`src/rtl/alu_mc.sv`:
```
// alu_mc: multi-cycle ALU with a valid/ready request side and a valid/ready
// result side. ADD/SUB/logic/shift ops finish in a fixed short time; MUL
// (and DIV when ALU_MC_DIV_EN is defined) iterate one operand bit per cycle.
//
// Optional feature macro: ALU_MC_DIV_EN adds opcode 0x0A (unsigned restoring
// divide). Without it, 0x0A is treated as an illegal opcode.
//
// Ports:
//   clk, rst           clock, asynchronous active-high reset
//   in_valid/in_ready  request handshake; op/a/b captured on acceptance
//   op [7:0], a, b     opcode and WIDTH-bit operands
//   out_valid/out_ready result handshake; result/flags held while stalled
//   result             WIDTH-bit result
//   zero/negative/overflow/carry/err flags
//   busy               high whenever the FSM is not IDLE
module alu_mc #(
  parameter int WIDTH = 64
) (
  input  logic             clk,
  input  logic             rst,
  input  logic             in_valid,
  output logic             in_ready,
  input  logic [7:0]       op,
  input  logic [WIDTH-1:0] a,
  input  logic [WIDTH-1:0] b,
  output logic             out_valid,
  input  logic             out_ready,
  output logic [WIDTH-1:0] result,
  output logic             zero_flag,
  output logic             negative_flag,
  output logic             overflow_flag,
  output logic             carry_flag,
  output logic             err_flag,
  output logic             busy
);
  localparam int SHW = $clog2(WIDTH);
  localparam logic [SHW:0] CNT_ITER = (SHW+1)'(WIDTH);
  localparam logic [SHW:0] CNT_ONE  = (SHW+1)'(1);

  localparam logic [7:0] OP_ADD = 8'h01, OP_SUB = 8'h02, OP_MUL = 8'h03,
                         OP_AND = 8'h04, OP_OR  = 8'h05, OP_NOT = 8'h06,
                         OP_XOR = 8'h07, OP_SHL = 8'h08, OP_SHR = 8'h09,
                         OP_DIV = 8'h0A;

  typedef enum logic [1:0] {IDLE, EXEC, DONE} state_t;
  state_t state_q, state_d;

  logic [7:0]         op_q, op_d;
  logic [WIDTH-1:0]   a_q, a_d, b_q, b_d;
  logic [2*WIDTH-1:0] prod_q, prod_d;
  logic [SHW:0]       cnt_q, cnt_d;
  logic [WIDTH-1:0]   result_q, result_d;
  logic [4:0]         flags_q, flags_d;  // {zero, negative, overflow, carry, err}

  logic accept, is_iter, exec_done;
  logic [SHW:0] cnt_last;

  assign accept = in_valid && in_ready;

  // Iterative ops run WIDTH step cycles; everything else runs one.
  // The extra EXEC cycle at cnt_last latches the final result and flags.
  always_comb begin
    is_iter = (op_q == OP_MUL);
`ifdef ALU_MC_DIV_EN
    if (op_q == OP_DIV && b_q != '0) is_iter = 1'b1;
`endif
  end
  assign cnt_last  = is_iter ? CNT_ITER : CNT_ONE;
  assign exec_done = (state_q == EXEC) && (cnt_q == cnt_last);

  // Shift-add multiply step: high half accumulates, whole product shifts right
  // so the next multiplier bit lands at prod_q[0].
  logic [WIDTH:0]     mul_sum;
  logic [2*WIDTH-1:0] mul_step;
  assign mul_sum  = {1'b0, prod_q[2*WIDTH-1:WIDTH]} + (prod_q[0] ? {1'b0, a_q} : '0);
  assign mul_step = {mul_sum, prod_q[WIDTH-1:1]};

`ifdef ALU_MC_DIV_EN
  // Restoring divide step: {remainder, dividend/quotient} shifts left; the
  // quotient bit enters at the bottom. The remainder always fits WIDTH bits.
  logic [WIDTH:0]     div_sh;
  logic               div_ge;
  logic [WIDTH-1:0]   div_rem;
  logic [2*WIDTH-1:0] div_step;
  assign div_sh   = {prod_q[2*WIDTH-1:WIDTH], prod_q[WIDTH-1]};
  assign div_ge   = (div_sh >= {1'b0, b_q});
  assign div_rem  = div_ge ? (div_sh[WIDTH-1:0] - b_q) : div_sh[WIDTH-1:0];
  assign div_step = {div_rem, prod_q[WIDTH-2:0], div_ge};
`endif

  // Final result and flags for the operation in flight.
  logic [WIDTH:0]   add_ext;
  logic [WIDTH-1:0] sub_res, fin_res;
  logic             fin_ov, fin_c, fin_err, shift_big;
  assign add_ext   = {1'b0, a_q} + {1'b0, b_q};
  assign sub_res   = a_q - b_q;
  assign shift_big = (b_q >= WIDTH);

  always_comb begin
    fin_res = '0;
    fin_ov  = 1'b0;
    fin_c   = 1'b0;
    fin_err = 1'b0;
    case (op_q)
      OP_ADD: begin
        fin_res = add_ext[WIDTH-1:0];
        fin_c   = add_ext[WIDTH];
        fin_ov  = (a_q[WIDTH-1] == b_q[WIDTH-1]) && (fin_res[WIDTH-1] != a_q[WIDTH-1]);
      end
      OP_SUB: begin
        fin_res = sub_res;
        fin_c   = (a_q < b_q);
        fin_ov  = (a_q[WIDTH-1] != b_q[WIDTH-1]) && (fin_res[WIDTH-1] != a_q[WIDTH-1]);
      end
      OP_MUL: begin
        fin_res = prod_q[WIDTH-1:0];
        fin_ov  = |prod_q[2*WIDTH-1:WIDTH];
      end
      OP_AND: fin_res = a_q & b_q;
      OP_OR:  fin_res = a_q | b_q;
      OP_NOT: fin_res = ~a_q;
      OP_XOR: fin_res = a_q ^ b_q;
      OP_SHL: fin_res = shift_big ? '0 : (a_q << b_q[SHW-1:0]);
      OP_SHR: fin_res = shift_big ? '0 : (a_q >> b_q[SHW-1:0]);
`ifdef ALU_MC_DIV_EN
      OP_DIV: begin
        if (b_q == '0) begin
          fin_res = '1;
          fin_err = 1'b1;
        end else begin
          fin_res = prod_q[WIDTH-1:0];
        end
      end
`endif
      default: fin_err = 1'b1;
    endcase
  end

  // State register
  always_ff @(posedge clk or posedge rst) begin
    if (rst) state_q <= IDLE;
    else     state_q <= state_d;
  end

  // Next-state logic
  always_comb begin
    state_d = state_q;
    case (state_q)
      IDLE:    if (accept)    state_d = EXEC;
      EXEC:    if (exec_done) state_d = DONE;
      DONE:    if (out_ready) state_d = IDLE;
      default: state_d = IDLE;
    endcase
  end

  // FSM outputs
  always_comb begin
    in_ready  = (state_q == IDLE);
    out_valid = (state_q == DONE);
    busy      = (state_q != IDLE);
  end

  // Operand, iteration and result next-state
  always_comb begin
    op_d     = op_q;
    a_d      = a_q;
    b_d      = b_q;
    prod_d   = prod_q;
    cnt_d    = cnt_q;
    result_d = result_q;
    flags_d  = flags_q;
    if (accept) begin
      op_d   = op;
      a_d    = a;
      b_d    = b;
      cnt_d  = '0;
      prod_d = {{WIDTH{1'b0}}, b};
`ifdef ALU_MC_DIV_EN
      if (op == OP_DIV) prod_d = {{WIDTH{1'b0}}, a};
`endif
    end else if (state_q == EXEC) begin
      if (exec_done) begin
        cnt_d    = '0;
        result_d = fin_res;
        flags_d  = {(fin_res == '0), fin_res[WIDTH-1], fin_ov, fin_c, fin_err};
      end else begin
        cnt_d = cnt_q + CNT_ONE;
        if (op_q == OP_MUL) prod_d = mul_step;
`ifdef ALU_MC_DIV_EN
        if (op_q == OP_DIV) prod_d = div_step;
`endif
      end
    end
  end

  always_ff @(posedge clk or posedge rst) begin
    if (rst) begin
      op_q     <= '0;
      a_q      <= '0;
      b_q      <= '0;
      prod_q   <= '0;
      cnt_q    <= '0;
      result_q <= '0;
      flags_q  <= '0;
    end else begin
      op_q     <= op_d;
      a_q      <= a_d;
      b_q      <= b_d;
      prod_q   <= prod_d;
      cnt_q    <= cnt_d;
      result_q <= result_d;
      flags_q  <= flags_d;
    end
  end

  assign result        = result_q;
  assign zero_flag     = flags_q[4];
  assign negative_flag = flags_q[3];
  assign overflow_flag = flags_q[2];
  assign carry_flag    = flags_q[1];
  assign err_flag      = flags_q[0];
endmodule

```
`config.mk`:
```
export PLATFORM = sky130hd
export DESIGN_NAME = alu_mc
export DESIGN_NICKNAME = d
export VERILOG_FILES = /design/src/rtl/alu_mc.sv
export SDC_FILE = /design/constraint.sdc
export NUM_CORES = 2
export LEC_CHECK = 0
export ABC_CLOCK_PERIOD_IN_PS = 17140
export BUFFER_PORTS_ARGS = -buffer_cell sky130_fd_sc_hd__buf_2
export CAP_MARGIN = 20
export CORE_UTILIZATION = 45
export DETAILED_ROUTE_END_ITERATION = 16
export HOLD_SLACK_MARGIN = 0.1
export PLACE_DENSITY = 0.58
export SYNTH_ARGS = -nofsm -noshare
export SYNTH_HDL_FRONTEND = slang
export SYNTH_SLANG_ARGS = --single-unit
```
`constraint.sdc`:
```
create_clock -name clk -period 17.14 [get_ports clk]
set_clock_uncertainty 0.05 [all_clocks]
set_input_delay 4.285 -clock clk [delete_from_list [all_inputs] [get_ports clk]]
set_output_delay 4.285 -clock clk [all_outputs]
set_load 0.005 [all_outputs]
```
==> flow_summary.toml <==
[floorplanning]
start_util = 0.455
coreArea_um2 = 86900
die_w_um = 298
ios = 212
rows = 108
fp.dieH_um = 298
dieArea_um2 = 89000

[worst_setup_path]
crit_end = "flags_q[4]$_DFFE_PP0P_"
arrival_ns = 8.30
end_kind = "flop"
r2r-start = "b_q[2]$_DFFE_PP0P_"
startpoint_type = "flop"
cp_max_fo = 59
rrSetupSlack_ns = 9.33
worstSetupPathType = "flop to flop"
r2r-end = "flags_q[4]$_DFFE_PP0P_"
crit_required_ns = 17.63
critPathLaunch = "b_q[2]$_DFFE_PP0P_"
worstRegToRegCells = 16

[global_routing]
antenna_found_initial = 10
grtUsageTotal = 0.437
grt_pass1_vias = 40200
grt_pass1_wl_mm = 288
grt_overflow = 0
grt_max_degree = 136

[sta]
rsz0062_at_grt = "no"
worst_pin_slew_ns = 1.50
setup-tns-final_ns = 0
setup_viol = 0
hold_viol = 0
slew_viol_final = 0
setup_slack_ns = 9.33
fin_crit_sh = 0.456
relSlewSlack = 0.00164
period_minus_slack_ns = 7.81
timing.fmax_mhz = 128

[final_layout]
layout-drive-gt1-share = 0.144
fin_nets = 5451
areaGrowthSynthToFinish_pct = 8.19

[synth]
dominantRegCellSynth = "dfrtp_1"
synthCells = 5101
syn_nets = 5502
yosysWarnings = 0
avgSynthCellArea_um2 = 7.75
synth_seq_area_share = 0.216
synth.distinct_cells = 92
synth_area_um2 = 39500
synthArstFlopShare = 1.00
synth_seq_cells = 341
synth-edff-count = 0

[clock_tree]
cts_tree = "done"
holdBufCountCts = 0
cts_setup_buffers = 0
clkTransAtPathRegs_ns = 0.06
cts_made_buffers = 42
cts_max_level = 2
cts_buffer_depth = 3
clkLatencyLatePin_ns = 0.64
cts_root_buf = "clkbuf_16"
cts_resized = 0
clkSinkCount = 341

[flow_run]
drv_cap = 0

[routing]
drc = 0
drt_first_pass_iters = 8
viasPerCell = 6.94
drt_wl_total_mm = 201
drt_iter0_markers = 6935
wl_per_cell_um = 32.1
ant_nets = 0
route.vias.total = 43300

[power_and_ir_drop]
power_density_nw_per_um2 = 253
p_leak_nw = 18.3
ir_drop_uv = 187

[placed_design]
place.gp.congestion = 1.09
port_buffers = 211
dp_slack_ns = 9.72
hpwl_mm = 151

[worst_hold_path]
min_path_type = "flop to flop"

[status]
status = "completed"
==> sequential cells by signal, indices dropped and copies added (netlist names) <==
register,cells
op_q,8
state_q,2
prod_q,128
b_q,64
result,63
a_q,64
flags_q,5
cnt_q,7
==> worst min-delay path by stage <==
stage / startpoint / slack, ns / to / depth (start not counted)
2_1_floorplan: op_q[4]$_DFFE_PP0P_ / 0.41 / op_q[4]$_DFFE_PP0P_ / 2
3_3_place_gp: result[51]$_DFFE_PP0P_ / 0.41 / result[51]$_DFFE_PP0P_ / 2
3_5_place_dp: flags_q[0]$_DFFE_PP0P_ / 0.41 / flags_q[0]$_DFFE_PP0P_ / 1
4_1_cts: result[40]$_DFFE_PP0P_ / 0.43 / result[40]$_DFFE_PP0P_ / 2
5_1_grt: result[22]$_DFFE_PP0P_ / 0.45 / result[22]$_DFFE_PP0P_ / 1
6_report: result[51]$_DFFE_PP0P_ / 0.42 / result[51]$_DFFE_PP0P_ / 2
==> synthesized netlist by cell type (86+ instances only) <==
library cell	n	area [um2]
a211oi_1	97	728
a21oi_1	350	1750
and2_1	86	538
clkbuf_1	314	1180
dfrtp_1	341	8530
ha_1	258	3230
inv_1	229	860
mux2_2	92	1040
mux2i_1	107	1070
mux4_2	156	3510
nand2_1	712	2670
nand3_1	205	1030
nor2_1	339	1270
nor3_1	88	440
o21ai_0	506	2530
==> metrics by stage <==
step	total power, mW	hold slack (ns)	util	instance area (um2)	instances
5_1_grt	11.2	0.449	0.492	42800	6241
2_1_floorplan	6.73	0.410	-	39500	5101
4_1_cts	10.4	0.430	0.492	42800	6237
6_report	10.8	0.422	0.492	42800	6243
3_5_place_dp	9.41	0.411	0.476	41300	6161
3_3_place_gp	9.45	0.410	0.476	41300	6160
==> worst max-delay path: stages (launching register included) <==
cell and delay (ns):
dfrtp_4 1.04, clkinv_2 0.87, ha_1 0.75, nor2_1 0.12
o311ai_1 0.67, a211oi_1 0.31, a211oi_1 0.33, buf_4 0.22
nor4_2 0.09, o31ai_1 0.54, a21oi_1 0.14, or3_1 0.37
a21oi_1 0.68, nand4_1 0.36, nor4_1 0.57, nand4_1 0.22
o41ai_2 0.37
==> cells in the final DEF, fill, tap and decap left out, types with 85 or more instances in the layout <==
cell type,n
a211oi_1,97
a21oi_1,350
and2_1,85
buf_2,211
buf_4,119
dfrtp_1,334
ha_1,258
inv_1,228
mux2_2,92
mux2i_1,107
mux4_2,156
nand2_1,709
nand3_1,205
nor2_1,337
o21ai_0,506
==> metal layers <==
layer,global-route usage,share of wire,up-vias
met1,0.587,0.40,21000
met5,0,0.00011,-
li1,-,-,18800
met3,0.108,0.11,690
met4,0.259,0.072,4
met2,0.633,0.41,2881
==> power by group <==
| part | switching [mW] | internal [mW] |
|---|---|---|
| sequential | 0.614 | 1.10 |
| combinational | 5.37 | 2.76 |
| clock | 0.402 | 0.561 |
| total | 6.38 | 4.42 |
==> kinds of logic (layout without fill, tap and decap cells) <==
kind of cell	Yosys count	after routing	synth area share
AND/OR/NAND/NOR	1770	1770	0.208
AO/OA/AOI/OAI	1627	1627	0.265
buffers and inverters	660	641	0.0668
multiplexers	355	355	0.142
flip-flops	341	341	0.216
adder cells (fa/ha/maj)	261	261	0.0832
XOR/XNOR	87	87	0.0193
other	0	6	0
==> area by class of cell <==
cell class / instances / area [um2]
Fill cell: 8662 / 44100
Multi-Input combinational cell: 4100 / 28500
Sequential cell: 341 / 8560
Timing Repair Buffer: 331 / 1970
Tap cell: 1155 / 1450
Clock buffer: 62 / 1240
Inverter: 234 / 888
Clock inverter: 14 / 189
Antenna cell: 6 / 15.0
No activity file was read; power rests on OpenSTA's default activity.
